### config.mk
export PLATFORM = sky130hd
export DESIGN_NAME = a7_bus_master
export DESIGN_NICKNAME = d
export VERILOG_FILES = /design/src/rtl/a7_bus_pkg.sv /design/src/rtl/a7_serial_rx.sv /design/src/rtl/a7_bus_master.sv
export SDC_FILE = /design/constraint.sdc
export NUM_CORES = 1
export LEC_CHECK = 0
export BUFFER_PORTS_ARGS = -buffer_cell sky130_fd_sc_hd__buf_4
export CAP_MARGIN = 20
export CORE_MARGIN = 5
export CORE_UTILIZATION = 40
export CTS_CLUSTER_DIAMETER = 200
export CTS_CLUSTER_SIZE = 14
export DETAILED_ROUTE_END_ITERATION = 10
export PLACE_DENSITY_LB_ADDON = 0.2
export SLEW_MARGIN = 20
export SYNTH_ARGS = -nofsm -noshare
export SYNTH_HDL_FRONTEND = slang
export SYNTH_SLANG_ARGS = --single-unit
### constraint.sdc
create_clock -name clk -period 2.7 [get_ports clk]
set_clock_uncertainty 0.1 [all_clocks]
set_input_delay 0.27 -clock clk [delete_from_list [all_inputs] [get_ports clk]]
set_output_delay 0.27 -clock clk [all_outputs]
set_load 0.1 [all_outputs]
### src/rtl/a7_bus_pkg.sv
// Shared constants, state encodings and frame helper for the A7 serial bus master.
// One link byte is start(1), flag, d7..d0, then two zero stop bits.
package a7_bus_pkg;
   localparam logic [7:0] OP_WRITE       = 8'h01;
   localparam logic [7:0] OP_READ        = 8'h02;
   localparam logic [7:0] STATUS_TIMEOUT = 8'hFF;
   localparam int         FRAME_BITS     = 12;
   localparam int         REQ_BYTES      = 5;

   typedef enum logic [1:0] {IDLE, SEND, WAIT, RESP} state_t;
   typedef enum logic [1:0] {RX_IDLE, RX_DATA, RX_STOP} rx_state_t;

   function automatic logic [FRAME_BITS-1:0] frame_byte(input logic flag, input logic [7:0] data);
      return {1'b1, flag, data, 2'b00};
   endfunction
endpackage

### src/rtl/a7_serial_rx.sv
// Receive side of the one-wire link: registers serial_in, deframes flag+8 bits,
// checks both stop bits and keeps good-byte and framing-error counters.
module a7_serial_rx
   import a7_bus_pkg::*;
#(
   parameter int CNT_W = 16
) (
   input  logic             clk,
   input  logic             rst_n,
   input  logic             serial_in,
   output logic             byte_valid,
   output logic             byte_flag,
   output logic [7:0]       byte_data,
   output logic [CNT_W-1:0] bytes_seen,
   output logic [7:0]       frame_errs
);
   rx_state_t   rx_state, rx_state_nx;
   logic        rx_bit_p0;
   logic [3:0]  rx_cnt;
   logic [8:0]  rx_sh;
   logic        stop_err;

   function automatic logic [7:0] sat_inc8(input logic [7:0] v);
      return (v == 8'hFF) ? v : v + 8'd1;
   endfunction

   always_comb begin
      rx_state_nx = rx_state;
      case (rx_state)
         RX_IDLE: if (rx_bit_p0) rx_state_nx = RX_DATA;
         RX_DATA: if (rx_cnt == 4'd8) rx_state_nx = RX_STOP;
         RX_STOP: if (rx_cnt == 4'd1) rx_state_nx = RX_IDLE;
         default: rx_state_nx = RX_IDLE;
      endcase
   end

   always_ff @(posedge clk or negedge rst_n) begin
      if (!rst_n) begin
         rx_state   <= RX_IDLE;
         rx_bit_p0  <= 1'b0;
         rx_cnt     <= 4'd0;
         rx_sh      <= 9'd0;
         stop_err   <= 1'b0;
         byte_valid <= 1'b0;
         byte_flag  <= 1'b0;
         byte_data  <= 8'd0;
         bytes_seen <= '0;
         frame_errs <= 8'd0;
      end else begin
         // stage p0: input register, the only place serial_in is sampled
         rx_bit_p0  <= serial_in;
         rx_state   <= rx_state_nx;
         byte_valid <= 1'b0;
         case (rx_state)
            RX_IDLE: begin
               rx_cnt   <= 4'd0;
               stop_err <= 1'b0;
            end
            RX_DATA: begin
               rx_sh  <= {rx_sh[7:0], rx_bit_p0};
               rx_cnt <= (rx_cnt == 4'd8) ? 4'd0 : rx_cnt + 4'd1;
            end
            RX_STOP: begin
               if (rx_cnt == 4'd0) begin
                  stop_err <= rx_bit_p0;
                  rx_cnt   <= 4'd1;
               end else begin
                  rx_cnt <= 4'd0;
                  if (stop_err | rx_bit_p0) begin
                     frame_errs <= sat_inc8(frame_errs);
                  end else begin
                     byte_valid <= 1'b1;
                     byte_flag  <= rx_sh[8];
                     byte_data  <= rx_sh[7:0];
                     bytes_seen <= bytes_seen + CNT_W'(1);
                  end
               end
            end
            default: ;
         endcase
      end
   end
endmodule

### src/rtl/a7_bus_master.sv
// Serialises one register read/write as five link bytes, then collects the
// slave's reply bytes until a flagged byte arrives or the reply times out.
module a7_bus_master
   import a7_bus_pkg::*;
#(
   parameter int TIMEOUT_CYCLES = 1024,
   parameter int CNT_W          = 16
) (
   input  logic             clk,
   input  logic             rst_n,
   input  logic             req_valid,
   output logic             req_ready,
   input  logic             req_wr,
   input  logic [15:0]      req_addr,
   input  logic [15:0]      req_wrdata,
   output logic             rsp_valid,
   output logic [15:0]      rsp_rddata,
   output logic [7:0]       rsp_status,
   output logic             rsp_timeout,
   output logic             serial_out,
   input  logic             serial_in,
   output logic             busy,
   output logic [CNT_W-1:0] bytes_sent,
   output logic [CNT_W-1:0] bytes_seen,
   output logic [7:0]       frame_errs
);
   localparam int TX_BITS = FRAME_BITS * REQ_BYTES;
   localparam int TW      = $clog2(TIMEOUT_CYCLES + 1);

   state_t             state, state_nx;
   logic [TX_BITS-1:0] tx_sr;
   logic [3:0]         bit_idx;
   logic [2:0]         byte_idx;
   logic [23:0]        acc;
   logic               flag_seen;
   logic [TW-1:0]      tcnt;
   logic               ready_q;
   logic               rx_valid, rx_flag;
   logic [7:0]         rx_data;
   logic               accept, last_bit, collect, flag_hit, expire;
   logic [7:0]         d_hi, d_lo;

   a7_serial_rx #(.CNT_W(CNT_W)) u_rx (
      .clk        (clk),
      .rst_n      (rst_n),
      .serial_in  (serial_in),
      .byte_valid (rx_valid),
      .byte_flag  (rx_flag),
      .byte_data  (rx_data),
      .bytes_seen (bytes_seen),
      .frame_errs (frame_errs)
   );

   assign accept   = req_valid & ready_q;
   assign last_bit = (state == SEND) && (byte_idx == 3'(REQ_BYTES - 1)) &&
                     (bit_idx == 4'(FRAME_BITS - 1));
   // once a flagged byte is latched, later bytes must not disturb the reply
   assign collect  = ((state == SEND) || (state == WAIT)) && rx_valid && !flag_seen;
   assign flag_hit = collect && rx_flag;
   assign expire   = (state == WAIT) && (tcnt == TW'(TIMEOUT_CYCLES - 1));
   assign d_hi     = req_wr ? req_wrdata[15:8] : 8'h00;
   assign d_lo     = req_wr ? req_wrdata[7:0]  : 8'h00;

   assign serial_out = tx_sr[TX_BITS-1];
   assign req_ready  = ready_q;
   assign busy       = (state != IDLE);
   assign rsp_valid  = (state == RESP);

   always_comb begin
      state_nx = state;
      case (state)
         IDLE: if (accept) state_nx = SEND;
         SEND: if (last_bit) state_nx = (flag_seen | flag_hit) ? RESP : WAIT;
         WAIT: if (flag_seen | flag_hit | expire) state_nx = RESP;
         RESP: state_nx = IDLE;
         default: state_nx = IDLE;
      endcase
   end

   always_ff @(posedge clk or negedge rst_n) begin
      if (!rst_n) state <= IDLE;
      else        state <= state_nx;
   end

   always_ff @(posedge clk or negedge rst_n) begin
      if (!rst_n) begin
         tx_sr       <= '0;
         bit_idx     <= 4'd0;
         byte_idx    <= 3'd0;
         bytes_sent  <= '0;
         acc         <= 24'd0;
         flag_seen   <= 1'b0;
         tcnt        <= '0;
         ready_q     <= 1'b0;
         rsp_rddata  <= 16'd0;
         rsp_status  <= 8'd0;
         rsp_timeout <= 1'b0;
      end else begin
         ready_q <= (state_nx == IDLE);
         tcnt    <= (state == WAIT) ? tcnt + TW'(1) : '0;
         if (accept) begin
            tx_sr      <= {frame_byte(1'b0, req_addr[15:8]), frame_byte(1'b0, req_addr[7:0]),
                           frame_byte(1'b0, d_hi), frame_byte(1'b0, d_lo),
                           frame_byte(1'b1, req_wr ? OP_WRITE : OP_READ)};
            bit_idx    <= 4'd0;
            byte_idx   <= 3'd0;
            bytes_sent <= bytes_sent + CNT_W'(1);
            acc        <= 24'd0;
            flag_seen  <= 1'b0;
         end else if (state == SEND) begin
            tx_sr <= tx_sr << 1;
            if (bit_idx == 4'(FRAME_BITS - 1)) begin
               bit_idx  <= 4'd0;
               byte_idx <= byte_idx + 3'd1;
               if (!last_bit) bytes_sent <= bytes_sent + CNT_W'(1);
            end else begin
               bit_idx <= bit_idx + 4'd1;
            end
         end
         if (collect) begin
            acc <= {acc[15:0], rx_data};
            if (rx_flag) flag_seen <= 1'b1;
         end
         // results are published on the edge into RESP and held until the next one
         if ((state != RESP) && (state_nx == RESP)) begin
            if (flag_seen) begin
               rsp_status  <= acc[7:0];
               rsp_rddata  <= acc[23:8];
               rsp_timeout <= 1'b0;
            end else if (flag_hit) begin
               rsp_status  <= rx_data;
               rsp_rddata  <= acc[15:0];
               rsp_timeout <= 1'b0;
            end else begin
               rsp_status  <= STATUS_TIMEOUT;
               rsp_rddata  <= 16'd0;
               rsp_timeout <= 1'b1;
            end
         end
      end
   end
endmodule

== Yosys cells after proc, flatten, opt, wreduce, memory -nomap -nowiden ==
Index checks and enable logic that the tools add are counted.
W data, S select, Z words.
Word-level totals
  register bits: 198
  latch bits: 0
  RAM bits: 0
  ROM bits: 0
  input bits: 37
  output and inout port bits: 69
  word-level logic and storage cells: 123
  memories kept: 0
Cells by class
  add/sub/neg operators: 7
  $mul: 0
  div/mod/pow operators: 0
  magnitude comparators: 0
  equality and inequality tests: 18
  shifts and indexed selects: 0
  muxes and demuxes: 44
  bitwise gates (word level): 7
  reduce and logical (&&, ||, !) cells: 25
Operator list (count)
  $mux W60: 2
  $mux W16: 6
  $mux W24: 2
  $add A16 B1 Y16 const B: 2
  $mux W8: 4
  $mux W4: 4
  $mux W2: 7
  $pmux W4 S3: 1
  $add A11 B1 Y11 const B: 1
  $eq A11 B10 Y1 const B: 1
  $mux W1: 11
  $mux W11: 1
  $reduce_bool A2 Y1: 5
  $mux W3: 3
  $reduce_and A3 Y1: 3
  $add A4 B1 Y4 const B: 2
  $add A8 B1 Y8 const B: 1
  $eq A2 B2 Y1 const B: 4
  $eq A4 B4 Y1 const B: 2
  $eq A8 B8 Y1 const B: 1
  $ne A2 B1 Y1 const B: 4
  $pmux W2 S4: 1
  $logic_and A1 B1 Y1: 7
  $logic_not A2 Y1: 3
  16 further kinds: 23

== Longest topological paths before layout ==
  word-level depth: 11
  depth in mapped cells: 9
  gate-level depth less buffers: 8

== Cells and area by module ==
Synthesis repeated with hierarchy kept, for this count alone.
Second synthesis, totals
  cell total of the unflattened synthesis: 812
  area total of the unflattened synthesis: 8956.1 um^2
By module, submodules not included
  a7_bus_master: times used 1, cells an instance 603, area an instance 6642.6 um^2, seq. area each 3628.5 um^2
  a7_serial_rx: times used 1, cells an instance 209, area an instance 2313.5 um^2, seq. area each 1276.2 um^2

== Least setup slack after synthesis ==
OpenSTA, ideal clock, no wires.
  kind: reg2reg
  from: register ready_q (netlist: req_ready)
  to: register rsp_rddata[0]
  library setup time: 0.125 ns
  arrival: 2.449 ns
  data required time: 2.475 ns
  setup slack: 0.025 ns
  stages on the path, launching flop included: 7
  path buffers: 2
  period minus slack after synthesis: 2.675 ns
  path through: dfrtp_1 and2_1 clkbuf_1 nor3_1 nor4b_4 buf_6 mux2_2
Between the ends
  word-level cells in the longest chain between the ends: 5
RTL lines
  from (decl): RTL line a7_bus_master.sv:37  | logic ready_q;
  from (signal assigned): RTL line a7_bus_master.sv:99  | ready_q <= (state_nx == IDLE);
  $and A1 B1 Y1: RTL line a7_bus_master.sv:54  | assign accept = req_valid & ready_q;
  $mux W2: RTL line a7_bus_master.sv:72  | IDLE: if (accept) state_nx = SEND;
  $pmux W2 S4: RTL line a7_bus_master.sv:71  | case (state)
  $eq A2 B2 Y1: RTL line a7_bus_master.sv:125  | if ((state != RESP) && (state_nx == RESP)) begin
  $logic_and A1 B1 Y1: RTL line a7_bus_master.sv:125
  to (signal assigned): RTL line a7_bus_master.sv:128  | rsp_rddata <= acc[23:8];
  to (signal assigned): RTL line a7_bus_master.sv:132  | rsp_rddata <= acc[15:0];
  to (decl): RTL line a7_bus_master.sv:17  | output logic [15:0] rsp_rddata,
No other way between the ends.
A chain may end at the register's enable or synchronous reset.

== Final worst setup path ==
  from: register state[1]
  to: register rsp_status[2]
Between the ends
  word-level cells in the longest chain between the ends: 11
  elaborated cells on any way between the ends: 23
  those cells by class: eq/ne: 5; mux: 7; bitwise: 2; reduce/logical: 9
RTL lines
  from (decl): RTL line a7_bus_master.sv:30  | state_t state, state_nx;
  from (signal assigned): RTL line a7_bus_master.sv:82  | else state <= state_nx;
  $eq A2 B1 Y1 / $eq A2 B2 Y1 (equally long branches)
  $logic_or A1 B1 Y1: RTL line a7_bus_master.sv:58  | assign collect = ((state == SEND) || (state == WAIT)) && rx_valid && !flag_seen;
  $logic_and A1 B1 Y1 (2 in series): RTL line a7_bus_master.sv:58
  $logic_and A1 B1 Y1: RTL line a7_bus_master.sv:59  | assign flag_hit = collect && rx_flag;
  $or A1 B1 Y1: RTL line a7_bus_master.sv:73, a7_bus_master.sv:74
  $or A1 B1 Y1 / $mux W1 (equally long branches): RTL line a7_bus_master.sv:74, a7_bus_master.sv:73
  $mux W2 (on tied branches): RTL line a7_bus_master.sv:74, a7_bus_master.sv:73
  $pmux W2 S4: RTL line a7_bus_master.sv:71
  $eq A2 B2 Y1: RTL line a7_bus_master.sv:125
  $logic_and A1 B1 Y1: RTL line a7_bus_master.sv:125
  to (signal assigned): RTL line a7_bus_master.sv:127  | rsp_status <= acc[7:0];
  to (signal assigned): RTL line a7_bus_master.sv:131  | rsp_status <= rx_data;
  to (decl): RTL line a7_bus_master.sv:18  | output logic [7:0] rsp_status,
Several ways; a longest one is shown, not always the timed one.

==> metrics.cfg <==
[drt]
detailedRoute.firstIterationViolations=351
detail_route.wirelength_um=17200
viasPerCell=4.92
vias=6046
detail_route.drc_violations=0
first_pass_iters=4
antenna_left=0
avgRoutedWirePerCell_um=14.0

[floorplanning]
floorplan_core_area_sq_mm=0.0217
ios=106
dieHeight_um=158
die-area_sq_mm=0.0249
die_w_um=158
initial_utilization_pct=40.3
std_cell_rows=54

[power]
power.switching_fraction_pct=36.2
power.share.clock_pct=26.6
share_seq_of_total_power_pct=42.1
ir_worst_vdd_mv=0.808
power_report.internal_total_mw=6.17
p_per_area_mw_per_mm2=896
switching_power_of_the_nets_mw=3.50
static-leakage-power_nw=5.05
totalPowerFinal_mw=9.66
comb_power_share_pct=31.3

[timing]
timing.setup.tns_ns=0
timing.slew.headroom_pct=32.9
max_frequency_ghz=0.397
slew_at_the_pin_with_the_worst_max_slew_slack_ns=1.01
finalHoldViolCount=0
finalSetupViolCount=0
post-route-period-util_pct=93.2
min_period_ns=2.52
rsz0062_at_grt=false
finalMaxSlewViolations=0

[final_layout]
area.growth.synth_to_final_pct=23.5
finish.net_count=993
post_route_cells_drive_above_1_share_pct=20.9
antenna_cells_inserted=0

[hold_path]
class_of_the_worst_hold_path=in2reg

[clock_network]
clock-sinks=196
cts.repair_timing.setup_buffer_count=0
cts_tree=done
cell_at_the_root_of_the_clock_tree=sky130_fd_sc_hd__clkbuf_16
path_clk_slew_ns=0.08
clock_tree.htree_level_count=4
cts_inserted_buffers=17
cts-root-to-sink-buffers=2
clock_insertion_delay_worst_skew_ns=0.42

[critical_path]
cp.arrival_ns=2.73
worstSetupStartpointType=register
worst-endpoint-required_ns=2.91
path_max_fanout=25
crit_path_end_kind=register
timing.setup.critical_path_class=reg2reg

[logic_synthesis]
yosys_warnings=0
postSynthNetCount=865
post_synth_inst_count=809
synth_area_per_cell_sq_um=10.8
async_reset_ff_share_pct=100
ys_ff_latch=196
syn-cell-area_sq_mm=0.00873
synth_cell_type_count=44
postSynth.topFlopCell=sky130_fd_sc_hd__dfrtp_1
yosysSeqAreaShare_pct=56.2
synth_edf_count=0

[place]
numPortBuffers=105
place_congestion=0.726
dp.final_hpwl_um=11200

[grt]
grt_start_max_net_pins=65
global_route.usage.total_pct=14.5
grt-ovfl-total=0
antenna_found_initial=0
global_route_wire_length_before_repair_um=29800
via_count_of_the_first_global_routing_pass=6076

[run]
cap_viol_max_count=0

[outcome]
status=finished, final reports clean

==> stage by stage <==
stage | setup WS [ns] | hold slack [ns] | cell area [sq um] | std cells | utilization [%]
2_1_floorplan | 0.0254 | -0.126 | 8730 | 809 | -
3_3_place_gp | 0.174 | 0.158 | 9880 | 1168 | 45.6
3_5_place_dp | 0.158 | 0.162 | 9880 | 1168 | 45.6
4_1_cts | 0.145 | 0.00400 | 10800 | 1229 | 49.7
5_1_grt | 0.0448 | 0.0141 | 10800 | 1229 | 49.7
6_report | 0.184 | 0.0170 | 10800 | 1229 | 49.7
==> critical path: stages (launching register included) <==
cell                       delay, ns
sky130_fd_sc_hd__dfrtp_1        0.44
sky130_fd_sc_hd__inv_1          0.13
sky130_fd_sc_hd__ha_1           0.33
sky130_fd_sc_hd__nand3_1        0.12
sky130_fd_sc_hd__a21boi_0       0.18
sky130_fd_sc_hd__nor4_1         0.08
sky130_fd_sc_hd__buf_4          0.16
sky130_fd_sc_hd__nor4b_4        0.30
sky130_fd_sc_hd__buf_12         0.22
sky130_fd_sc_hd__mux2_2         0.35
==> state kept, by name, summed over array words and instances, names as in the netlist, 8 cells and up <==
signal / count
rsp_rddata: 16
rsp_status: 8
u_rx.frame_errs: 8
acc: 24
bytes_sent: 16
tcnt: 11
u_rx.rx_sh: 9
tx_sr: 58
u_rx.byte_data: 8
u_rx.bytes_seen: 16
==> cell usage in the layout (no fill, tap or decap), types with 3 or more instances in the layout <==
| cell type | instances |
|---|---|
| sky130_fd_sc_hd__dfrtp_1 | 195 |
| sky130_fd_sc_hd__nand2_1 | 126 |
| sky130_fd_sc_hd__buf_4 | 118 |
| sky130_fd_sc_hd__mux2i_1 | 59 |
| sky130_fd_sc_hd__o21ai_0 | 55 |
| sky130_fd_sc_hd__nand3_1 | 52 |
| sky130_fd_sc_hd__nor2_1 | 50 |
| sky130_fd_sc_hd__mux2_2 | 36 |
| sky130_fd_sc_hd__dlygate4sd3_1 | 30 |
| sky130_fd_sc_hd__xnor2_1 | 29 |
| sky130_fd_sc_hd__inv_1 | 24 |
| sky130_fd_sc_hd__xor2_1 | 19 |
| sky130_fd_sc_hd__ha_1 | 18 |
| sky130_fd_sc_hd__clkbuf_16 | 17 |
| sky130_fd_sc_hd__a21oi_1 | 15 |
| sky130_fd_sc_hd__and2_1 | 9 |
| sky130_fd_sc_hd__a22o_1 | 9 |
| sky130_fd_sc_hd__o31ai_1 | 9 |
| sky130_fd_sc_hd__nor3_1 | 7 |
| sky130_fd_sc_hd__nand4_1 | 7 |
| sky130_fd_sc_hd__and3_1 | 6 |
| sky130_fd_sc_hd__and4_1 | 5 |
| sky130_fd_sc_hd__nor2b_1 | 4 |
| sky130_fd_sc_hd__a21boi_0 | 3 |
| sky130_fd_sc_hd__nor4_1 | 3 |
| sky130_fd_sc_hd__or2_2 | 3 |
| sky130_fd_sc_hd__clkinvlp_4 | 3 |
| sky130_fd_sc_hd__inv_8 | 3 |
| sky130_fd_sc_hd__clkbuf_8 | 3 |
| sky130_fd_sc_hd__buf_12 | 3 |
==> final cells by class <==
type	count	area, sq um
sequential	196	4910
multi-input combinational	546	3580
tap	280	350
fill	2043	10900
clock inverter	12	148
clock buffer	19	453
timing repair buffer	152	1260
inverter	24	90.1
==> power by group through the flow <==
stage                     clock network [mW]  registers (mW)  logic (mW)
after floorplan                            0            4.68        1.71
after global placement                     0            4.11        2.99
after detailed placement                   0            4.13        3.03
after CTS                               2.66            4.08        3.07
after global routing                    2.80            4.18        3.34
final                                   2.57            4.07        3.02
==> repair_timing <==
action | 4_1_cts | 5_1_grt
resized for setup | 0 | 1
endpoints found under the setup margin | 0 | 5
hold buffers | 30 | 0
hold endpoints to repair | 78 | 0
==> synthesized netlist by cell type (3+ instances only) <==
master                     instances  share of area, %
sky130_fd_sc_hd__and4_1            5              0.50
sky130_fd_sc_hd__nand3_1          52               3.0
sky130_fd_sc_hd__o21ai_0          55               3.2
sky130_fd_sc_hd__nand2_1         126               5.4
sky130_fd_sc_hd__a21boi_0          3              0.26
sky130_fd_sc_hd__or2_2             3              0.21
sky130_fd_sc_hd__mux2i_1          59               6.8
sky130_fd_sc_hd__nor3_1            7              0.40
sky130_fd_sc_hd__and2_1           10              0.72
sky130_fd_sc_hd__ha_1             19               2.7
sky130_fd_sc_hd__o31ai_1           9              0.77
sky130_fd_sc_hd__nor2b_1           4              0.29
sky130_fd_sc_hd__xnor2_1          29               2.9
sky130_fd_sc_hd__nand4_1           7              0.50
sky130_fd_sc_hd__dfrtp_1         196                56
sky130_fd_sc_hd__clkbuf_1         31               1.3
sky130_fd_sc_hd__and3_1            6              0.43
sky130_fd_sc_hd__nor2_1           50               2.1
sky130_fd_sc_hd__mux2_2           36               4.6
sky130_fd_sc_hd__xor2_1           19               1.9
sky130_fd_sc_hd__a22o_1            9              0.90
sky130_fd_sc_hd__a21oi_1          15              0.86
sky130_fd_sc_hd__inv_1            24               1.0
sky130_fd_sc_hd__buf_1             9              0.39
sky130_fd_sc_hd__nor4_1            3              0.21
==> layer usage <==
metal,global-route usage (%),part of all wire (%)
met2,23.4,48
met4,3.40,0.87
met5,0,0
met3,3.34,3.3
met1,20.0,48
==> final timing paths <==
kind / from / to / slack, ns / depth (start not counted)
min in group asynchronous: rst_n / bytes_sent[12] / 0.27 / 2
setup reg to reg: state[1] / rsp_status[2] / 0.18 / 9
hold / removal: req_wrdata[2] / tx_sr[16] / 0.02 / 3
setup / recovery: state[1] / rsp_status[2] / 0.18 / 9
hold reg to reg: u_rx.rx_sh[8] / u_rx.byte_flag / 0.37 / 2
max in group asynchronous: rst_n / tx_sr[59] / 1.54 / 3
==> logic make-up (layout without fill, tap and decap cells) <==
kind of cell	after synthesis	in the layout	share of synthesized area [%]
and+or+nand+nor	284	284	15.0
adders and majority gates	19	19	2.72
buffers and inverters	67	207	3.07
muxes	95	95	11.4
xor gates and xnor gates	48	48	4.81
AOI/OAI and AO/OA	100	100	6.82
DFF	196	196	56.2
No activity file was read; power rests on OpenSTA's default activity.
